### src/rtl/multi_edge_pulse_pkg.sv
// Purpose : shared types for the multi-channel edge/pulse block.
// Contents: per-channel edge-select encoding and a helper that decides
//           whether an accepted level change should raise a pulse.
package multi_edge_pulse_pkg;

    // Two-bit per-channel edge select carried on i_mode.
    typedef enum logic [1:0] {
        EDGE_OFF  = 2'b00,
        EDGE_RISE = 2'b01,
        EDGE_FALL = 2'b10,
        EDGE_BOTH = 2'b11
    } edge_mode_e;

    localparam int MODE_W = 2;

    // True when a level change in the given direction is selected by mode.
    function automatic logic edge_match(input logic [MODE_W-1:0] mode,
                                        input logic              rising);
        logic hit;
        if (rising) begin
            hit = (mode == EDGE_RISE) || (mode == EDGE_BOTH);
        end else begin
            hit = (mode == EDGE_FALL) || (mode == EDGE_BOTH);
        end
        return hit;
    endfunction

endpackage

### src/rtl/multi_edge_pulse_if.sv
// Purpose : bundles the per-channel data/mode inputs and level/pulse outputs.
// Ports   : i_data, i_mode driven by the master; o_level, o_pulse, o_any
//           driven by the slave (the multi_edge_pulse block).
interface multi_edge_pulse_if #(
    parameter int CHANNELS = 4
);
    import multi_edge_pulse_pkg::*;

    logic [CHANNELS-1:0]        i_data;
    logic [MODE_W*CHANNELS-1:0] i_mode;
    logic [CHANNELS-1:0]        o_level;
    logic [CHANNELS-1:0]        o_pulse;
    logic                       o_any;

    modport master (
        output i_data,
        output i_mode,
        input  o_level,
        input  o_pulse,
        input  o_any
    );

    modport slave (
        input  i_data,
        input  i_mode,
        output o_level,
        output o_pulse,
        output o_any
    );

endinterface

### src/rtl/multi_edge_pulse_channel.sv
// Purpose : one channel: synchroniser, debounce counter, level and pulse regs.
// Latency : level/pulse update SYNC_STAGES+DEBOUNCE_CYCLES-1 edges after the
//           input is first sampled stable; no backpressure (free-running).
// Ports   : i_clk, i_rst (sync, active-high), i_data (async level),
//           i_mode (edge select), o_level (debounced), o_pulse (1-cycle).
module edge_pulse_channel
    import multi_edge_pulse_pkg::*;
#(
    parameter int SYNC_STAGES     = 2,
    parameter int DEBOUNCE_CYCLES = 4
) (
    input  logic              i_clk,
    input  logic              i_rst,
    input  logic              i_data,
    input  logic [MODE_W-1:0] i_mode,
    output logic              o_level,
    output logic              o_pulse
);

    localparam int CNT_W = $clog2(DEBOUNCE_CYCLES + 1);
    localparam logic [CNT_W-1:0] CNT_LAST = CNT_W'(DEBOUNCE_CYCLES - 1);

    logic [SYNC_STAGES-1:0] sync_q, sync_d;
    logic [CNT_W-1:0]       cnt_q, cnt_d;
    logic                   level_q, level_d;
    logic                   pulse_q, pulse_d;
    logic                   s;

    // Newest sample enters at bit 0; the top bit is the synchronised sample.
    assign sync_d = {sync_q[SYNC_STAGES-2:0], i_data};
    assign s      = sync_q[SYNC_STAGES-1];

    always_comb begin
        cnt_d   = cnt_q;
        level_d = level_q;
        pulse_d = 1'b0;
        if (s == level_q) begin
            // Any agreeing sample breaks a pending run.
            cnt_d = '0;
        end else if (cnt_q == CNT_LAST) begin
            // Run long enough: accept, and judge the pulse against the
            // mode presented at this very edge.
            level_d = s;
            cnt_d   = '0;
            pulse_d = edge_match(i_mode, s);
        end else begin
            cnt_d = cnt_q + 1'b1;
        end
    end

    always_ff @(posedge i_clk) begin
        if (i_rst) begin
            sync_q  <= '0;
            cnt_q   <= '0;
            level_q <= 1'b0;
            pulse_q <= 1'b0;
        end else begin
            sync_q  <= sync_d;
            cnt_q   <= cnt_d;
            level_q <= level_d;
            pulse_q <= pulse_d;
        end
    end

    assign o_level = level_q;
    assign o_pulse = pulse_q;

endmodule

### src/rtl/multi_edge_pulse.sv
// Purpose : CHANNELS independent debounced edge detectors plus an any-pulse OR.
// Latency : pulse SYNC_STAGES+DEBOUNCE_CYCLES-1 edges after a stable input;
//           no backpressure (outputs are unconditional one-cycle pulses).
// Ports   : i_clk, i_rst (sync, active-high) and the slave side of
//           multi_edge_pulse_if (i_data, i_mode in; o_level, o_pulse, o_any out).
module multi_edge_pulse
    import multi_edge_pulse_pkg::*;
#(
    parameter int CHANNELS        = 4,
    parameter int SYNC_STAGES     = 2,
    parameter int DEBOUNCE_CYCLES = 4
) (
    input  logic                i_clk,
    input  logic                i_rst,
    multi_edge_pulse_if.slave   bus
);

    logic [CHANNELS-1:0] level_w;
    logic [CHANNELS-1:0] pulse_w;

    for (genvar g = 0; g < CHANNELS; g++) begin : g_ch
        edge_pulse_channel #(
            .SYNC_STAGES     (SYNC_STAGES),
            .DEBOUNCE_CYCLES (DEBOUNCE_CYCLES)
        ) u_ch (
            .i_clk   (i_clk),
            .i_rst   (i_rst),
            .i_data  (bus.i_data[g]),
            .i_mode  (bus.i_mode[MODE_W*g +: MODE_W]),
            .o_level (level_w[g]),
            .o_pulse (pulse_w[g])
        );
    end

    assign bus.o_level = level_w;
    assign bus.o_pulse = pulse_w;
    // Pulses are already registered, so the OR lands in the same cycle.
    assign bus.o_any   = |pulse_w;

endmodule

### src/flat_wrapper.sv
// flat-port wrapper written by rule: the top's interface ports become plain ports
module multi_edge_pulse_flat import multi_edge_pulse_pkg::*;
#(
    parameter int CHANNELS        = 4,
    parameter int SYNC_STAGES     = 2,
    parameter int DEBOUNCE_CYCLES = 4
)
  (i_clk, i_rst, bus_i_data, bus_i_mode, bus_o_level, bus_o_pulse, bus_o_any);
  multi_edge_pulse_if #(.CHANNELS(CHANNELS)) bus_i ();
  input  logic i_clk;
  input  logic i_rst;
  input wire logic [$bits(bus_i.i_data)-1:0] bus_i_data;
  input wire logic [$bits(bus_i.i_mode)-1:0] bus_i_mode;
  output wire logic [$bits(bus_i.o_level)-1:0] bus_o_level;
  output wire logic [$bits(bus_i.o_pulse)-1:0] bus_o_pulse;
  output wire logic [$bits(bus_i.o_any)-1:0] bus_o_any;
  assign bus_i.i_data = bus_i_data;
  assign bus_i.i_mode = bus_i_mode;
  assign bus_o_level = bus_i.o_level;
  assign bus_o_pulse = bus_i.o_pulse;
  assign bus_o_any = bus_i.o_any;
  multi_edge_pulse #(.CHANNELS(CHANNELS), .SYNC_STAGES(SYNC_STAGES), .DEBOUNCE_CYCLES(DEBOUNCE_CYCLES)) u_core (.i_clk(i_clk), .i_rst(i_rst), .bus(bus_i));
endmodule
### config.mk
export PLATFORM = sky130hd
export DESIGN_NAME = multi_edge_pulse_flat
export DESIGN_NICKNAME = d
export VERILOG_FILES = /design/src/rtl/multi_edge_pulse_pkg.sv /design/src/rtl/multi_edge_pulse_if.sv /design/src/rtl/multi_edge_pulse_channel.sv /design/src/rtl/multi_edge_pulse.sv /design/src/flat_wrapper.sv
export SDC_FILE = /design/constraint.sdc
export NUM_CORES = 1
export LEC_CHECK = 0
export BUFFER_PORTS_ARGS = -buffer_cell sky130_fd_sc_hd__buf_2
export CORE_MARGIN = 1
export CORE_UTILIZATION = 29
export CTS_CLUSTER_SIZE = 8
export DETAILED_ROUTE_END_ITERATION = 12
export PLACE_DENSITY = 0.6
export SYNTH_ARGS = -nofsm -noshare
export SYNTH_HDL_FRONTEND = slang
export SYNTH_SLANG_ARGS = --single-unit
### constraint.sdc
create_clock -name i_clk -period 1 [get_ports i_clk]
set_input_delay 0 -clock i_clk [delete_from_list [all_inputs] [get_ports i_clk]]
set_output_delay 0 -clock i_clk [all_outputs]
set_load 0.02 [all_outputs]
==> run summary <==
placed cell area = 1330 um^2
met2 Use GR = 19.0%
final hold viol count = 0
Syn. warnings = 0
post-synthesis register bit count = 28
Slew Viols, Final = 0
WL final = 2.07 mm
RSZ-0062 raised after global routing = yes
DRC = 0
Worst-Margin Slew = 517 ps
worst r2r dst = u_core.g_ch[0].u_ch.cnt_q[1]$_SDFF_PP0_
Nets = 153
CTS Buf Count = 3
area of the multi-input gates = 702 um^2
H-tree levels = 1
CTS tree = done
CP peak stage delay = 520 ps
Design Area, Final = 1690 um^2
failing checks = negative setup slack
Routed WL per cell = 11.6 um
max-cap viol count = 0
Clock Skew = 2.03 ps
Layout Area Growth over Synthesis = 46.4%
DRT iter0 DRCs = 6
initial core utilization = 30.8%
CP endpoint kind = primary output
met3 Usage GRT = 2.11%
Tmin final = 1250 ps
Clock Tree Buf Depth = 2
Worst R2R Path Depth = 3
Worst-path clk slew = 90 ps
post-synth cell types = 17
ANT cells = 0
critical path data arrival time = 1250 ps
dpl cells = 163
Worst Hold Depth = 3
die span in x = 65.1 um
initial antenna violation count = 0
TritonCTS Sinks = 28
vias per cell = 4.39
EDFF count, synth = 0
part of the Yosys area used for sequential elements = 48.6%
Hold WS = 31.4 ps
hold path endpoint = u_core.g_ch[3].u_ch.o_pulse$_SDFF_PP0_
GRT overflow = 0
buffers and inverters on the worst path = 1
final non-filler cell total = 178
routability cong. = 0.598
critical path class = reg -> out
setup violators final = 13
clk_lat worst skew = 270 ps
Min-Delay Path Class = in -> reg
grt met1 use = 12.6%
CP Launch Type = flip-flop
Mean Syn Cell Area = 11.5 um^2
DIE AREA = 4230 um^2
ys async rst share = 0%
I/O pin count = 23
Slew HR = 65.3%
TNS Setup = -591 ps
Clock Root Buffer = clkbuf_8
core area = 3740 um^2
I/O Buffers = 22
final worst slack = -254 ps
first-pass GRT wire length = 3.49 mm
Tot Pwr = 2.17 mW
status = finished with violations
period utilisation layout = 125%
layout cells sized above 1 = 50.8%
Power Dens Cells = 1280 nW/um^2
critical path depth = 2
slowest stage cell, crit path = or4_4
antenna-violating nets left = 0
register-to-register setup slack = -50 ps
GRT Max-Usage Layer = met2
Worst Path Required = 1000 ps
reg2reg start = u_core.g_ch[0].u_ch.cnt_q[0]$_SDFF_PP0_
number of global-route vias before repair = 782
Leakage = 0.583 nW
GRT Total Usage = 11.0%
largest net degree at the start of global routing = 29
via count of the routed design = 782
Layout fillers = 355
VDD IR max = 0.597 mV
height of the die = 65.1 um
ys flop type = dfxtp_1
worst path cell trace = or4_4 > buf_6
Rows = 22
Final HPWL DP = 1.34 mm
Synth Instances = 100
HP Start = bus_i_mode[7]
TritonRoute pass-1 iters = 2
Synth Cell Area = 1150 um^2
Mapped Nets = 122
family with the most delay on the worst path = simple AND/OR/NAND/NOR gates
register area = 574 um^2
fmax = 798 MHz
crit-path max FO = 2
==> cell type report <==
cell class / count / share of cell area [%]
clock buffers: 3 / 2.44
clock inverters: 1 / 1.78
inverters: 4 / 0.889
multi-input cells: 57 / 41.6
flip-flops and latches: 28 / 34.0
well taps: 48 / 3.56
repair buffers: 37 / 15.8
==> metal layers <==
layer / vias to the layer above / share of wire [%]
met4: 0 / 1.1
met1: 365 / 44
met3: 2 / 4.2
met2: 18 / 51
li1: 397 / -
met5: - / 0
==> kinds of logic (layout without fill, tap and decap cells) <==
logic type                 after synthesis  after routing  synth area share, %
buffers and inverters                   15             45                 9.44
xor gates and xnor gates                 4              4                 3.04
AOI/OAI and AO/OA                        4              4                 1.74
and+or+nand+nor                         37             37                 25.1
muxes                                    4              4                 3.47
adders and majority gates                8              8                 8.68
DFF                                     28             28                 48.6
==> cells in the mapped netlist, types with 5 or more instances <==
cell type	instances	area share [%]
dfxtp_1	28	49
buf_4	8	5.2
ha_1	8	8.7
nand3b_1	8	5.2
nor2b_1	6	3.3
nor4_1	5	2.7
==> stage by stage <==
stage | util [%] | setup WS [ps]
after floorplan | - | 6.71
after global placement | 35.6 | -3.39
after detailed placement | 35.6 | -55.4
after CTS | 42.8 | -270
after global routing | 45.1 | -290
final | 45.1 | -254
==> worst min-delay path, cell delays in order <==
cell and delay, ps:
buf_2 100, nand3b_1 90, a21oi_2 70
==> sequential cells by signal, indices dropped and copies added (netlist names) <==
signal,flops
u_core.g_ch.u_ch.cnt_q,12
u_core.g_ch.u_ch.o_level,4
u_core.g_ch.u_ch.o_pulse,4
u_core.g_ch.u_ch.sync_q,8
==> worst max path at each step <==
stage | end | slack, ps | start
after CTS | bus_o_any | -270 | u_core.g_ch[1].u_ch.o_pulse$_SDFF_PP0_
after floorplan | u_core.g_ch[1].u_ch.o_level$_SDFFE_PP0P_ | 7 | u_core.g_ch[1].u_ch.cnt_q[0]$_SDFF_PP0_
after detailed placement | u_core.g_ch[1].u_ch.o_level$_SDFFE_PP0P_ | -60 | u_core.g_ch[1].u_ch.cnt_q[0]$_SDFF_PP0_
after global routing | bus_o_any | -290 | u_core.g_ch[1].u_ch.o_pulse$_SDFF_PP0_
after global placement | u_core.g_ch[3].u_ch.o_level$_SDFFE_PP0P_ | -3 | u_core.g_ch[3].u_ch.cnt_q[0]$_SDFF_PP0_
final | bus_o_any | -250 | u_core.g_ch[1].u_ch.o_pulse$_SDFF_PP0_
==> report_power, final <==
group / switching (mW) / internal (mW) / leakage (nW)
clock network: 0.342 / 0.536 / 0.0357
logic: 0.0582 / 0.0859 / 0.315
registers: 0.0145 / 1.13 / 0.232
==> cells in the final DEF, fill, tap and decap left out, drive strengths merged <==
| cell type | count |
|---|---|
| dfxtp | 28 |
| buf | 27 |
| dlygate4sd3 | 10 |
| nand3b | 8 |
| ha | 8 |
| nor4 | 8 |
| nor2b | 6 |
| inv | 4 |
| nand2b | 4 |
| mux2i | 4 |
| nor2 | 4 |
| xnor2 | 4 |
| nor4b | 4 |
| a21oi | 4 |
| clkbuf | 3 |
| and2b | 2 |
| or4 | 1 |
| bufinv | 1 |
==> repair_timing <==
action | 4_1_cts | 5_1_grt
gates cloned | 0 | 0
hold buffers | 10 | 0
pin swaps | 15 | 2
setup buffers | 0 | 1
endpoints found under the setup margin | 19 | 17
hold endpoints to repair | 7 | 0
gates resized for setup | 22 | 11
Note: power is estimated with default switching activity, not from simulation.
